File: src/rtl/uart_prog_loader_pkg.sv
// Shared types and constants for the UART program loader.
package uart_prog_loader_pkg;

    typedef enum logic [1:0] {IDLE, START, DATA, STOP} rx_state_t;
    typedef enum logic [1:0] {HDR, LOAD, CHK, DONE} ld_state_t;

    localparam int WORD_BYTES = 4;

    function automatic int clks_per_bit(input int freq, input int baud);
        return freq / baud;
    endfunction

endpackage

File: src/rtl/uart_prog_loader_rx.sv
// 8N1 byte receiver: rx synchronizer, mid-bit sampling, one-cycle byte/frame-error pulses.
module uart_rx_byte
    import uart_prog_loader_pkg::*;
#(
    parameter int CLKS_PER_BIT = 16
)
(
    input  logic       clk,
    input  logic       rst_n,
    input  logic       rx,
    output logic       byte_valid,
    output logic [7:0] byte_data,
    output logic       frame_err_pulse,
    output logic       rx_active
);

    localparam int CNT_W = $clog2(CLKS_PER_BIT) + 1;
    localparam logic [CNT_W-1:0] HALF_LAST = CNT_W'(CLKS_PER_BIT / 2 - 1);
    localparam logic [CNT_W-1:0] FULL_LAST = CNT_W'(CLKS_PER_BIT - 1);

    rx_state_t        state_q, state_d;
    logic             rx_meta_q, rx_sync_q;
    logic [CNT_W-1:0] cnt_q, cnt_d;
    logic [2:0]       bit_q, bit_d;
    logic [7:0]       shift_q, shift_d;
    logic             valid_q, valid_d;
    logic             ferr_q, ferr_d;

    always_ff @(posedge clk) begin
        if (!rst_n) begin
            rx_meta_q <= 1'b1;
            rx_sync_q <= 1'b1;
            state_q   <= IDLE;
            cnt_q     <= '0;
            bit_q     <= '0;
            shift_q   <= '0;
            valid_q   <= 1'b0;
            ferr_q    <= 1'b0;
        end else begin
            rx_meta_q <= rx;
            rx_sync_q <= rx_meta_q;
            state_q   <= state_d;
            cnt_q     <= cnt_d;
            bit_q     <= bit_d;
            shift_q   <= shift_d;
            valid_q   <= valid_d;
            ferr_q    <= ferr_d;
        end
    end

    always_comb begin
        state_d = state_q;
        cnt_d   = cnt_q;
        bit_d   = bit_q;
        shift_d = shift_q;
        valid_d = 1'b0;
        ferr_d  = 1'b0;
        case (state_q)
            IDLE: begin
                if (!rx_sync_q) begin
                    state_d = START;
                    cnt_d   = '0;
                    bit_d   = '0;
                end
            end
            START: begin
                // A start bit that is high again at its midpoint was a glitch.
                if (cnt_q == HALF_LAST) begin
                    cnt_d   = '0;
                    state_d = rx_sync_q ? IDLE : DATA;
                end else begin
                    cnt_d = cnt_q + 1'b1;
                end
            end
            DATA: begin
                if (cnt_q == FULL_LAST) begin
                    cnt_d   = '0;
                    shift_d = {rx_sync_q, shift_q[7:1]};
                    if (bit_q == 3'd7) begin
                        state_d = STOP;
                    end else begin
                        bit_d = bit_q + 1'b1;
                    end
                end else begin
                    cnt_d = cnt_q + 1'b1;
                end
            end
            STOP: begin
                // Leave at mid-stop so a back-to-back start edge is not missed.
                if (cnt_q == FULL_LAST) begin
                    cnt_d   = '0;
                    valid_d = rx_sync_q;
                    ferr_d  = ~rx_sync_q;
                    state_d = IDLE;
                end else begin
                    cnt_d = cnt_q + 1'b1;
                end
            end
            default: state_d = IDLE;
        endcase
    end

    assign byte_valid      = valid_q;
    assign byte_data       = shift_q;
    assign frame_err_pulse = ferr_q;
    assign rx_active       = (state_q != IDLE);

endmodule

File: src/rtl/uart_prog_loader.sv
// Loads an N-word program image from the UART into instruction memory.
// UART_PROG_LOADER_CHECKSUM_EN adds a trailing XOR checksum byte and the chk_ok result.
module uart_prog_loader
    import uart_prog_loader_pkg::*;
#(
    parameter int CLK_FREQ = 50000000,
    parameter int BAUD     = 115200,
    parameter int ADDR_W   = 8
)
(
    input  logic              clock_reg,
    input  logic              reset,
    input  logic              rx,
    output logic              mem_we,
    output logic [ADDR_W-1:0] mem_addr,
    output logic [31:0]       mem_wdata,
    output logic              busy,
    output logic              done,
    output logic              frame_err,
    output logic              chk_ok
);

    localparam int CLKS_PER_BIT = clks_per_bit(CLK_FREQ, BAUD);
`ifdef UART_PROG_LOADER_CHECKSUM_EN
    localparam ld_state_t AFTER_PAYLOAD = CHK;
`else
    localparam ld_state_t AFTER_PAYLOAD = DONE;
`endif

    logic       byte_valid, ferr_pulse, rx_active;
    logic [7:0] byte_data;

    uart_rx_byte #(.CLKS_PER_BIT(CLKS_PER_BIT)) u_rx (
        .clk             (clock_reg),
        .rst_n           (reset),
        .rx              (rx),
        .byte_valid      (byte_valid),
        .byte_data       (byte_data),
        .frame_err_pulse (ferr_pulse),
        .rx_active       (rx_active)
    );

    ld_state_t         ld_q, ld_d;
    logic [7:0]        n_q, n_d;
    logic [7:0]        words_q, words_d;
    logic [1:0]        nb_q, nb_d;
    logic [23:0]       word_q, word_d;
    logic [ADDR_W-1:0] addr_q, addr_d;
    logic [31:0]       wdata_q, wdata_d;
    logic              we_q, we_d;
    logic              ferr_q, ferr_d;
`ifdef UART_PROG_LOADER_CHECKSUM_EN
    logic [7:0]        xor_q, xor_d;
    logic              chk_q, chk_d;
`endif

    always_ff @(posedge clock_reg) begin
        if (!reset) begin
            ld_q    <= HDR;
            n_q     <= '0;
            words_q <= '0;
            nb_q    <= '0;
            word_q  <= '0;
            addr_q  <= '0;
            wdata_q <= '0;
            we_q    <= 1'b0;
            ferr_q  <= 1'b0;
`ifdef UART_PROG_LOADER_CHECKSUM_EN
            xor_q   <= '0;
            chk_q   <= 1'b1;
`endif
        end else begin
            ld_q    <= ld_d;
            n_q     <= n_d;
            words_q <= words_d;
            nb_q    <= nb_d;
            word_q  <= word_d;
            addr_q  <= addr_d;
            wdata_q <= wdata_d;
            we_q    <= we_d;
            ferr_q  <= ferr_d;
`ifdef UART_PROG_LOADER_CHECKSUM_EN
            xor_q   <= xor_d;
            chk_q   <= chk_d;
`endif
        end
    end

    always_comb begin
        ld_d    = ld_q;
        n_d     = n_q;
        words_d = words_q;
        nb_d    = nb_q;
        word_d  = word_q;
        wdata_d = wdata_q;
        we_d    = 1'b0;
        ferr_d  = ferr_q | ferr_pulse;
        // Address steps after the write cycle so mem_addr lines up with mem_we.
        addr_d  = we_q ? addr_q + ADDR_W'(WORD_BYTES) : addr_q;
`ifdef UART_PROG_LOADER_CHECKSUM_EN
        xor_d   = xor_q;
        chk_d   = chk_q;
`endif
        if (byte_valid) begin
            case (ld_q)
                HDR: begin
                    n_d     = byte_data;
                    words_d = '0;
                    nb_d    = '0;
                    ld_d    = (byte_data == 8'd0) ? AFTER_PAYLOAD : LOAD;
                end
                LOAD: begin
                    word_d = {byte_data, word_q[23:8]};
                    nb_d   = nb_q + 1'b1;
`ifdef UART_PROG_LOADER_CHECKSUM_EN
                    xor_d  = xor_q ^ byte_data;
`endif
                    if (nb_q == 2'd3) begin
                        we_d    = 1'b1;
                        wdata_d = {byte_data, word_q};
                        words_d = words_q + 8'd1;
                        if (words_q + 8'd1 == n_q) begin
                            ld_d = AFTER_PAYLOAD;
                        end
                    end
                end
                CHK: begin
`ifdef UART_PROG_LOADER_CHECKSUM_EN
                    chk_d = (byte_data == xor_q);
`endif
                    ld_d = DONE;
                end
                default: ;
            endcase
        end
    end

    assign mem_we    = we_q;
    assign mem_addr  = addr_q;
    assign mem_wdata = wdata_q;
    assign frame_err = ferr_q;
    assign done      = (ld_q == DONE);
    assign busy      = (ld_q == HDR) ? rx_active : (ld_q != DONE);
`ifdef UART_PROG_LOADER_CHECKSUM_EN
    assign chk_ok    = chk_q;
`else
    assign chk_ok    = 1'b1;
`endif

endmodule
File: config.mk
export PLATFORM = sky130hd
export DESIGN_NAME = uart_prog_loader
export DESIGN_NICKNAME = d
export VERILOG_FILES = /design/src/rtl/uart_prog_loader_pkg.sv /design/src/rtl/uart_prog_loader_rx.sv /design/src/rtl/uart_prog_loader.sv
export SDC_FILE = /design/constraint.sdc
export NUM_CORES = 1
export LEC_CHECK = 0
export ABC_AREA = 1
export BUFFER_PORTS_ARGS = -buffer_cell sky130_fd_sc_hd__buf_2
export CAP_MARGIN = 20
export CORE_MARGIN = 10
export CORE_UTILIZATION = 48
export CTS_CLUSTER_SIZE = 30
export DETAILED_ROUTE_END_ITERATION = 12
export GPL_TIMING_DRIVEN = 0
export PLACE_DENSITY = 0.75
export SLEW_MARGIN = 0
export SYNTH_ARGS = -nofsm -noshare
export SYNTH_HDL_FRONTEND = slang
export SYNTH_SLANG_ARGS = --single-unit
File: constraint.sdc
create_clock -name clock_reg -period 2 [get_ports clock_reg]
set_clock_uncertainty 0.05 [all_clocks]
set_input_delay 0.4 -clock clock_reg [delete_from_list [all_inputs] [get_ports clock_reg]]
set_output_delay 0.4 -clock clock_reg [all_outputs]
set_load 0.005 [all_outputs]
## Word-level counts from Yosys, hierarchy flattened

Index checks and enable logic that the tools add are counted.

- $add $sub $neg: 5
- Multipliers: 0
- Div/mod/pow operators: 0
- $lt $le $gt $ge: 0
- Equal/unequal tests: 20
- Shift-type cells: 0
- Mux-type cells: 24
- Bitwise gates (word level): 2
- Reductions and logical operators: 19

Operator list:

| operator | count |
|---|---|
| 2-to-1 mux 10 bit | 3 |
| one-hot mux 10 bit (3 select lines) | 1 |
| 2-to-1 mux 2 bit | 9 |
| one-hot mux 8 bit (2 select lines) | 1 |
| AND reduction 3 bit | 4 |
| adder 10 x 1 -> 10 bit, second input constant | 1 |
| == test 10 x 8 -> 1 bit, second input constant | 1 |
| == test 10 x 9 -> 1 bit, second input constant | 1 |
| == test 2 bit, second input constant | 5 |
| != test 2 bit, second input constant | 5 |
| 2-to-1 mux 3 bit | 3 |
| adder 8 x 1 -> 8 bit, second input constant | 1 |
| adder 8 x 3 -> 8 bit, second input constant | 1 |
| == test 8 bit | 1 |
| zero test 8 bit | 1 |
| 2-to-1 mux 8 bit | 1 |
| != test 2 x 1 -> 1 bit, second input constant | 4 |
| one-hot mux 2 bit (4 select lines) | 1 |
| AND reduction 2 bit | 4 |
| AND reduction 4 bit | 2 |
| one-hot mux 2 bit (3 select lines) | 1 |
| one-hot mux 3 bit (2 select lines) | 1 |
| nonzero test 2 bit | 3 |
| AND reduction 5 bit | 1 |
| other kinds (11) | 14 |

- Register bits: 113
- Latch bits: 0
- Memory bits (writable): 0
- Bits in read-only memories: 0
- Input port bits: 3
- Memories kept: 0

## Logic depth before layout (Yosys ltp)

Gate-level depths: netlist of the first run.

- Depth in word-level cells: 5
- Gate-level depth with buffers: 14

## Modules after synthesis

A second synthesis of the first run with hierarchy kept.

- Cell total of the unflattened synthesis: 631
- Area total of the unflattened synthesis: 4738.3 um^2

By module, submodules not included:

| module | instances | cells an instance | area an instance (um^2) | seq. area each (um^2) |
|---|---|---|---|---|
| uart_prog_loader | 1 | 443 | 3389.5 | 1681.6 |
| uart_rx_byte | 1 | 188 | 1348.8 | 540.5 |

## Worst setup path after synthesis of the first run

Ideal clock, no wire load.

- Kind: register to register
- Start: register words_q[0]
- End: register ld_q[1]
- Library setup time: 115 ps
- Data arrival time: 1473 ps
- Required time: 1835 ps
- Slack: 362 ps
- Cell stages (with the launch flop): 13
- Period minus slack after synthesis: 1638 ps
- Path through: dfxtp_1 > ha_1 > nand3_2 > nor2_1 > nand2_1 > nand3_1 > nand2_1 > nor2_1 > nand3_1 > nand2_1 > nand3_1 > nand2_1 > nor2_1

- Word-level cells in the longest chain between the ends: 4

Ends and longest elaborated chain:

| element | line | source |
|---|---|---|
| start: declaration | uart_prog_loader.sv:45 | `logic [7:0] words_q, words_d;` |
| start signal: assignment | uart_prog_loader.sv:75 | `words_q <= words_d;` |
| adder 8 x 1 -> 8 bit | uart_prog_loader.sv:122 | `if (words_q + 8'd1 == n_q) begin` |
| == test 8 bit | uart_prog_loader.sv:122 |  |
| != test 2 bit (no line) | - |  |
| AND reduction 4 bit (no line) | - |  |
| end signal: assignment | uart_prog_loader.sv:73 | `ld_q <= ld_d;` |
| end: declaration | uart_prog_loader.sv:43 | `ld_state_t ld_q, ld_d;` |

No other way between the ends.
A chain may end at the register's enable or synchronous reset.

## Final worst setup path of the first run

- Start: register ld_q[0]
- End: output busy

- Word-level cells in the longest chain between the ends: 2
- Elaborated cells between the ends (all ways): 3

Ends and longest elaborated chain:

| element | line | source |
|---|---|---|
| != test 2 bit / zero test 2 bit (equally long branches) | uart_prog_loader.sv:143 | `assign busy = (ld_q == HDR) ? rx_active : (ld_q != DONE);` |
| 2-to-1 mux 1 bit * | uart_prog_loader.sv:143 |  |
| end: declaration | uart_prog_loader.sv:17 | `output logic busy,` |

Every way passes the cells marked *; elsewhere a longest branch is shown, timed or not.

==> impl_metrics.env, run 1 <==
export IMPL_area_growth_pct=13.6
export IMPL_cts_sinks=111
export IMPL_crit_arrival_ns=1.45
export IMPL_detail_route_wl_per_cell_um=14.1
export IMPL_timing_final_crit_share_pct=95.1
export IMPL_grt_setup_unrepaired="no"
export IMPL_power_w=0.00388
export IMPL_fill_cells=888
export IMPL_clock_latency_ns=0.39
export IMPL_p_leak_nw=2.24
export IMPL_yosys_warnings=0
export IMPL_drt_wl_total_um=11100
export IMPL_cts_made_buffers=9
export IMPL_fin_crit_ns=1.90
export IMPL_p_per_area_nw_per_um2=739
export IMPL_syn_inst=598
export IMPL_grt_pass1_wl_um=18700
export IMPL_fin_util_pct=56.4
export IMPL_setup_viol=0
export IMPL_fin_nets=669
export IMPL_num_vias=4135
export IMPL_drt_iter0_drc=301
export IMPL_tightest_slew_ns=0.672
export IMPL_dr_pass1_iters=5
export IMPL_grt_usage_pct=15.9
export IMPL_slew_limit_headroom_pct=55.2
export IMPL_drcViolationCount=0
export IMPL_die_area_sq_um=14000
export IMPL_h_tree_depth=3
export IMPL_ioPinCount=48
export IMPL_die_w_um=118
export IMPL_cp_max_fo=4
export IMPL_peakVddDrop_mv=0.397
export IMPL_viasPerCell=5.25
export IMPL_yosysSeqAreaShare_pct=48.0
export IMPL_ant_nets=0
export IMPL_syn_area_sq_um=4630
export IMPL_portBuffers=43
export IMPL_avgSynthCellArea_sq_um=7.74
export IMPL_overflow=0
export IMPL_chipHeight_um=118
export IMPL_start_util_pct=49.6
export IMPL_fin_tns_setup_ns=0
export IMPL_cap_violations=0
export IMPL_cp_end_kind="output port"
export IMPL_ys_ff_latch=111
export IMPL_path_class="reg -> out"
export IMPL_cts_tree="built"
export IMPL_finalWeightedCongestion=0.900
export IMPL_grt_start_max_net_pins=23
export IMPL_worstPathRequired_ns=1.55
export IMPL_outcome="completed"
export IMPL_antenna_cells=0
export IMPL_yosys_cell_types_count=41
export IMPL_ctsHoldBuffers=0
export IMPL_final_hold_viol_count=0
export IMPL_dp_final_hpwl_um=8220
export IMPL_core_sq_um=9330
export IMPL_max_freq_mhz=526
export IMPL_drive_above_1_share_pct=15.6
export IMPL_rows=35
export IMPL_cts_path_max_buffers=2
export IMPL_grt_pass1_vias=3970
export IMPL_finalMaxSlewViolations=0
export IMPL_clk_pin_slew_worst_paths_ns=0.11
export IMPL_hp_class="in -> reg"
export IMPL_crit_path_start_kind="register"
export IMPL_root_buffer="clkbuf_8"
export IMPL_antenna_found_initial=0
==> layout make-up <==
type | count | area (sq um) | area share, %
buffer | 26 | 134 | 2.55
clock buffer | 9 | 124 | 2.36
clock inverter | 7 | 85.1 | 1.62
inverter | 69 | 263 | 5.00
multi-input combinational | 392 | 2030 | 38.7
sequential | 111 | 2230 | 42.4
tap | 129 | 161 | 3.07
timing repair buffer | 45 | 230 | 4.38
==> path summary, 6_finish.rpt <==
path	slack (ns)	depth (start not counted)	start	end
worst min-delay path	0.14	2	rx	u_rx.rx_meta_q
worst max-delay path	0.1	4	ld_q[0]	busy
worst min register to register	0.38	1	u_rx.rx_meta_q	u_rx.rx_sync_q
worst max register to register	0.17	9	ld_q[1]	words_q[7]
==> per-stage QoR <==
step / hold slack, ns / std cells / instance area [sq um] / setup WS, ns
2_1_floorplan: 0.343 / 599 / 4630 / 0.362
3_3_place_gp: 0.352 / 771 / 5010 / 0.0384
3_5_place_dp: 0.353 / 771 / 5010 / -0.00708
4_1_cts: 0.134 / 789 / 5240 / 0.0725
5_1_grt: 0.143 / 788 / 5260 / 0.00279
6_report: 0.144 / 788 / 5260 / 0.0988
==> cell families after synthesis <==
group                      synth area share (%)
DFF                                        48.0
other                                     0.162
AOI/OAI and AO/OA                          17.1
buffers and inverters                      8.54
xor gates and xnor gates                  0.946
and+or+nand+nor                            22.1
adders and majority gates                  3.24
==> critical path, stage by stage (launching register included) <==
cell and delay, ns:
dfxtp_1 0.40, inv_1 0.10, ha_1 0.23, o21ai_0 0.19
buf_2 0.15
==> cell usage after synthesis, drive strengths merged <==
cell	n	share of area [%]
dfxtp	111	48
nor2	94	8.2
nand2	75	6.5
o21ai	70	7.6
inv	68	5.5
nand3	43	4.8
a21oi	42	4.6
a211oi	20	3.2
clkbuf	15	1.2
buf	12	1.7
ha	12	3.2
nor3	7	0.86
nand4	5	0.68
nor4	3	0.54
xnor2	3	0.57
conb	2	0.16
o22ai	2	0.41
o31ai	2	0.32
o32ai	2	0.38
or2	2	0.27
xor2	2	0.38
a31oi	1	0.14
clkinv	1	0.081
nand3b	1	0.16
nor3b	1	0.16
o211a	1	0.22
o211ai	1	0.16
==> cell usage in the layout, fill, tap and decap left out, types with 4 or more instances in the layout <==
master	instances
dfxtp_1	108
nor2_1	87
nand2_1	69
o21ai_0	64
inv_1	63
buf_2	47
nand3_1	42
a21oi_1	41
a211oi_1	20
clkbuf_1	11
ha_1	10
clkbuf_8	9
nor3_1	6
buf_4	6
o21ai_1	6
inv_2	5
nand4_1	5
nand2_2	5
nor2_2	5
buf_1	4
==> repair_timing <==
item / 4_1_cts / 5_1_grt
resized for setup: 1 / 13
setup endpoints to repair: 3 / 41
pin swaps: 1 / 0
buffers inserted: 2 / 0
==> routing by layer <==
layer | GRT usage (%) | up-vias | part of all wire, %
met5 | 0 | - | 0
met4 | 5.49 | 0 | 1.2
met1 | 19.0 | 1934 | 43
met2 | 26.8 | 109 | 48
met3 | 4.33 | 14 | 7.3
li1 | - | 2078 | -
==> registers in the layout, summed over array words and instances (netlist names), named ones only <==
signal                flops
u_rx.byte_valid           1
u_rx.cnt_q               10
nb_q                      2
mem_wdata                32
u_rx.bit_q                3
n_q                       8
u_rx.state_q              1
mem_we                    1
ld_q                      2
u_rx.byte_data            8
u_rx.frame_err_pulse      1
mem_addr                  6
u_rx.rx_sync_q            1
u_rx.rx_meta_q            1
frame_err                 1
words_q                   8
word_q                   24
==> report_power, final <==
group | internal [W] | switching, W | leakage, nW
logic | 0.0000755 | 0.000189 | 1.24
clock network | 0.000502 | 0.000868 | 0.101
registers | 0.00223 | 0.0000227 | 0.896
(Power assumes the default switching activity.)
==> inputs of run 2 (changes only) <==
--- a/config.mk
+++ b/config.mk
@@ -13,7 +13,8 @@
 export CTS_CLUSTER_SIZE = 30
 export DETAILED_ROUTE_END_ITERATION = 12
 export GPL_TIMING_DRIVEN = 0
-export PLACE_DENSITY = 0.75
+export PLACE_DENSITY = 0.72
+export SKIP_CTS_REPAIR_TIMING = 1
 export SLEW_MARGIN = 0
 export SYNTH_ARGS = -nofsm -noshare
 export SYNTH_HDL_FRONTEND = slang
==> impl_metrics.env, run 2 (synthesized netlist as in run 1, its figures left out) <==
export IMPL_worstPathRequired_ns=1.55
export IMPL_rows=35
export IMPL_p_leak_nw=2.26
export IMPL_crit_arrival_ns=1.46
export IMPL_finalWeightedCongestion=0.924
export IMPL_cpLargestDelayFamily="flip-flops"
export IMPL_fin_tns_setup_ns=0
export IMPL_start_util_pct=49.6
export IMPL_cp_startpoint="ld_q[0]"
export IMPL_cap_violations=0
export IMPL_ioPinCount=48
export IMPL_wl_met2_um=5630
export IMPL_antenna_found_initial=0
export IMPL_top_layer="met4"
export IMPL_path_class="reg -> out"
export IMPL_p_per_area_nw_per_um2=734
export IMPL_detail_route_wl_per_cell_um=14.3
export IMPL_area_growth_pct=14.1
export IMPL_clk_pin_slew_worst_paths_ns=0.11
export IMPL_grt_pass1_vias=4125
export IMPL_worst_hold_slack_ns=0.159
export IMPL_final_cell_mix="107 x dfxtp_1, 87 x nor2_1, 69 x nand2_1"
export IMPL_path_cells="inv_1 > ha_1 > o21ai_0 > buf_2"
export IMPL_rr_endpoint="mem_wdata[30]"
export IMPL_peakVddDrop_mv=0.567
export IMPL_final_hold_viol_count=0
export IMPL_fin_nets=671
export IMPL_viasPerCell=5.25
export IMPL_dp_cells=771
export IMPL_grt_setup_unrepaired="no"
export IMPL_r2r_start="ld_q[1]"
export IMPL_chipHeight_um=118
export IMPL_post_dp_cell_area_sq_um=5010
export IMPL_cp_end_kind="output port"
export IMPL_core_sq_um=9330
export IMPL_ff2ff_path_depth=8
export IMPL_overflow=0
export IMPL_root_buffer="clkbuf_8"
export IMPL_instances_no_fill=790
export IMPL_fin_crit_ns=1.91
export IMPL_crit_buf_inv=2
export IMPL_cts_tree="built"
export IMPL_wl_met3_um=630
export IMPL_crit_end="busy"
export IMPL_slew_limit_headroom_pct=54.0
export IMPL_antenna_cells=0
export IMPL_drt_met1_wl_um=4940
export IMPL_timing_final_crit_share_pct=95.6
export IMPL_drcViolationCount=0
export IMPL_slowest_delay_ns=0.38
export IMPL_fill_cells=885
export IMPL_die_w_um=118
export IMPL_drt_wl_total_um=11300
export IMPL_ant_nets=0
export IMPL_portBuffers=43
export IMPL_h_tree_depth=3
export IMPL_crit_path_start_kind="register"
export IMPL_setup_viol=0
export IMPL_tightest_slew_ns=0.690
export IMPL_grt_start_max_net_pins=23
export IMPL_regToRegSetupSlack_ns=0.16
export IMPL_grt_pass1_wl_um=19300
export IMPL_path_depth=4
export IMPL_outcome="completed"
export IMPL_finalMaxSlewViolations=0
export IMPL_design_area_sq_um=5280
export IMPL_drt_iter0_drc=302
export IMPL_die_area_sq_um=14000
export IMPL_dr_pass1_iters=5
export IMPL_dp_final_hpwl_um=8380
export IMPL_clock_latency_ns=0.39
export IMPL_cp_max_fo=4
export IMPL_grt_usage_pct=16.2
export IMPL_mostFrequentLayoutCell="dfxtp_1"
export IMPL_drive_above_1_share_pct=16.2
export IMPL_hp_class="in -> reg"
export IMPL_cts_sinks=111
export IMPL_cts_path_max_buffers=2
export IMPL_max_freq_mhz=523
export IMPL_fin_util_pct=56.6
export IMPL_cts_made_buffers=9
export IMPL_num_vias=4148
export IMPL_slowest_stage="dfxtp_2"
export IMPL_largest_reg_flops=32
## run 2: final cells by class
type	instances	area (sq um)	share of cell area, %
Buffer	26	135	2.56
Clock buffer	9	124	2.34
Clock inverter	7	91.3	1.73
Inverter	69	263	4.97
Multi-Input combinational cell	392	2030	38.5
Sequential cell	111	2230	42.2
Tap cell	129	161	3.06
Timing Repair Buffer	47	245	4.64
## run 2: worst min path at each step
| stage | end | start | cells after the start | slack [ns] |
|---|---|---|---|---|
| 6_report | u_rx.rx_meta_q | rx | 2 | 0.16 |
| 5_1_grt | u_rx.rx_meta_q | rx | 2 | 0.16 |
| 4_1_cts | u_rx.rx_meta_q | rx | 2 | 0.15 |
| 3_5_place_dp | u_rx.rx_sync_q | u_rx.rx_meta_q | 1 | 0.35 |
| 3_3_place_gp | u_rx.rx_sync_q | u_rx.rx_meta_q | 1 | 0.35 |
| 2_1_floorplan | u_rx.rx_sync_q | u_rx.rx_meta_q | 1 | 0.34 |
## run 2: worst reg2reg max path, stage by stage (launching register included)
cell and delay (ns):
dfxtp_2 0.37, inv_1 0.07, ha_2 0.22, nand2_2 0.21
nor2_4 0.09, inv_2 0.12, clkbuf_1 0.42, nand3_1 0.13
o21ai_1 0.11
## run 2: stage by stage
stage	total power (W)	setup WS, ns
detailed placement	0.00257	-0.105
floorplan	0.00249	0.362
global route	0.00405	0.0246
CTS	0.00391	-0.134
finish	0.00388	0.0888
global placement	0.00256	-0.00748
## run 2: where the power goes
part | switching, W | internal, W
Combinational | 0.000193 | 0.0000756
Clock | 0.000858 | 0.000504
Sequential | 0.0000233 | 0.00223
Total | 0.00107 | 0.00281
## run 2: routing by layer
layer,track usage (%),vias up
met2,28.2,115
met1,19.5,1940
met3,3.71,11
met5,0,-
met4,4.02,0
li1,-,2082
==> inputs of run 3 (changes only) <==
--- a/config.mk
+++ b/config.mk
@@ -18,4 +18,5 @@
 export SLEW_MARGIN = 0
 export SYNTH_ARGS = -nofsm -noshare
 export SYNTH_HDL_FRONTEND = slang
+export SYNTH_HIERARCHICAL = 1
 export SYNTH_SLANG_ARGS = --single-unit
==> impl_metrics.env, run 3 <==
export IMPL_wl_met3_um=598
export IMPL_synthTopCellsByCount="111 x dfxtp_1, 99 x nand2_1, 83 x nor2_1, 71 x o21ai_0, 68 x inv_1"
export IMPL_p_sw_w=0.000946
export IMPL_synth_edff_count=0
export IMPL_mostFrequentLayoutCell="dfxtp_1"
export IMPL_setup_viol=0
export IMPL_avgSynthCellArea_sq_um=7.51
export IMPL_finalWeightedCongestion=0.883
export IMPL_core_sq_um=9680
export IMPL_start_util_pct=48.9
export IMPL_fin_tns_setup_ns=0
export IMPL_viasPerCell=5.04
export IMPL_dp_final_hpwl_um=8260
export IMPL_netlist_area_leader_share_pct=46.9
export IMPL_yosys_warnings=6
export IMPL_power_frac_clock_pct=34.2
export IMPL_slew_limit_headroom_pct=57.6
export IMPL_power_frac_seq_pct=60.3
export IMPL_grt_usage_pct=15.4
export IMPL_p_int_w=0.00276
export IMPL_yosysSeqAreaShare_pct=46.9
export IMPL_drt_iter0_drc=245
export IMPL_ioPinCount=48
export IMPL_area_growth_pct=12.0
export IMPL_outcome="completed"
export IMPL_crit_path_start_kind="register"
export IMPL_timing_final_crit_share_pct=91.0
export IMPL_fin_nets=700
export IMPL_ys_ff_latch=111
export IMPL_die_area_sq_um=14200
export IMPL_chipHeight_um=119
export IMPL_yosys_cell_types_count=36
export IMPL_grt_start_max_net_pins=20
export IMPL_p_leak_nw=2.36
export IMPL_synth_top_cell_by_area="dfxtp_1"
export IMPL_cp_max_fo=3
export IMPL_max_freq_mhz=549
export IMPL_slowest_stage="dfxtp_1"
export IMPL_crit_buf_inv=2
export IMPL_num_vias=4157
export IMPL_fill_cells=974
export IMPL_drt_wl_total_um=10900
export IMPL_seq_area_sq_um=2220
export IMPL_cpLargestDelayFamily="flip-flops"
export IMPL_p_per_area_nw_per_um2=698
export IMPL_hp_class="in -> reg"
export IMPL_syn_inst=631
export IMPL_final_hold_viol_count=0
export IMPL_crit_arrival_ns=1.37
export IMPL_fin_crit_ns=1.82
export IMPL_detail_route_wl_per_cell_um=13.3
export IMPL_finalMaxSlewViolations=0
export IMPL_async_flop_share_pct=0
export IMPL_slowest_delay_ns=0.38
export IMPL_path_cells="inv_1 > ha_1 > o21ai_0 > buf_2"
export IMPL_path_class="reg -> out"
export IMPL_overflow=0
export IMPL_power_w=0.00371
export IMPL_h_tree_depth=3
export IMPL_tightest_slew_ns=0.636
export IMPL_cts_made_buffers=9
export IMPL_cap_violations=0
export IMPL_multi_input_area_sq_um=2110
export IMPL_antenna_found_initial=0
export IMPL_ant_nets=0
export IMPL_largest_reg_flops=32
export IMPL_grt_pass1_wl_um=18600
export IMPL_syn_area_sq_um=4740
export IMPL_cts_path_max_buffers=2
export IMPL_root_buffer="clkbuf_8"
export IMPL_grt_pass1_vias=4022
export IMPL_clock_latency_ns=0.37
export IMPL_switching_share_pct=25.5
export IMPL_die_w_um=119
export IMPL_pwr_share_comb_pct=5.5
export IMPL_rows=36
export IMPL_worstPathRequired_ns=1.55
export IMPL_synth_area_top_cells="dfxtp_1 47%, nand2_1 7.8%, o21ai_0 7.5%, nor2_1 6.6%, nand3_1 5.6%"
export IMPL_peakVddDrop_mv=0.427
export IMPL_grt_setup_unrepaired="no"
export IMPL_wl_met2_um=5220
export IMPL_cp_end_kind="output port"
export IMPL_synth_flop_cell="dfxtp_1"
export IMPL_top_layer="met4"
export IMPL_portBuffers=43
export IMPL_cts_tree="built"
export IMPL_final_cell_mix="111 x dfxtp_1, 99 x nand2_1, 83 x nor2_1"
export IMPL_cts_sinks=111
export IMPL_yosysMostFrequentCell="dfxtp_1"
export IMPL_drt_met1_wl_um=5020
export IMPL_drive_above_1_share_pct=15.5
export IMPL_clk_pin_slew_worst_paths_ns=0.11
export IMPL_dr_pass1_iters=4
export IMPL_antenna_cells=0
export IMPL_drcViolationCount=0
==> run 3: cell count changes after synthesis, sizes merged, moves of 3 or more <==
cell	previous run	this run
nand2	75	112
a211oi	20	3
nor2	94	91
o21ai	70	76
nor3	7	3
a21oi	42	47
inv	68	72
nand3	43	57
==> run 3: worst reg2reg max path, stage by stage, from the launching register on <==
cell     delay [ns]
dfxtp_1        0.36
ha_1           0.25
nand2_1        0.12
inv_1          0.10
nor2_1         0.14
nand2_1        0.07
nand2_1        0.05
nand3_1        0.08
nor2_1         0.12
nand3_2        0.10
nand2_2        0.08
nand3_1        0.06
nand2_1        0.08
nor2_1         0.04
==> run 3: logic make-up (layout without fill, tap and decap cells) <==
group	after synthesis	in the layout	share of synthesized area (%)
AOI/OAI and AO/OA	133	133	14.8
xor gates and xnor gates	3	3	0.555
adders and majority gates	11	11	2.90
buffers and inverters	99	158	8.77
DFF	111	111	46.9
other	2	3	0.158
and+or+nand+nor	272	272	25.9
==> run 3: path summary, 6_finish.rpt <==
kind	endpoint	slack (ns)	depth (start not counted)	start
setup reg to reg	ld_q[1]	0.20	13	words_q[0]
setup / recovery	busy	0.18	4	ld_q[0]
hold reg to reg	u_rx/rx_sync_q	0.37	1	u_rx/rx_meta_q
hold / removal	u_rx/rx_meta_q	0.16	2	rx
==> run 3: power groups by stage <==
stage | combinational [W] | clock [W] | sequential [W]
floorplan | 0.000152 | 0 | 0.00228
global placement | 0.000197 | 0 | 0.00229
detailed placement | 0.000204 | 0 | 0.00229
CTS | 0.000205 | 0.00129 | 0.00224
global route | 0.000233 | 0.00138 | 0.00224
finish | 0.000204 | 0.00127 | 0.00224
==> run 3: layout make-up <==
| class | count | area share, % |
|---|---|---|
| Sequential cell | 111 | 41.9 |
| Tap cell | 133 | 3.13 |
| Multi-Input combinational cell | 422 | 39.7 |
| Timing Repair Buffer | 43 | 4.05 |
| Buffer | 27 | 2.78 |
| Inverter | 72 | 5.09 |
| Clock inverter | 6 | 0.990 |
| Clock buffer | 10 | 2.40 |
==> run 3: per-stage QoR <==
step	std cells	cell area [sq um]	setup WS (ns)	utilization (%)	hold slack, ns
floorplan	632	4740	0.434	-	0.343
CTS	824	5300	0.102	54.8	0.145
detailed placement	808	5120	0.116	52.9	0.348
global route	824	5310	0.000494	54.8	0.142
global placement	808	5120	0.184	52.9	0.349
finish	824	5310	0.179	54.8	0.156
==> run 3: layer usage <==
layer	up-vias	global-route usage, %
li1	2145	-
met1	1924	19.2
met2	80	25.9
met3	8	4.16
met4	0	3.32
met5	-	0
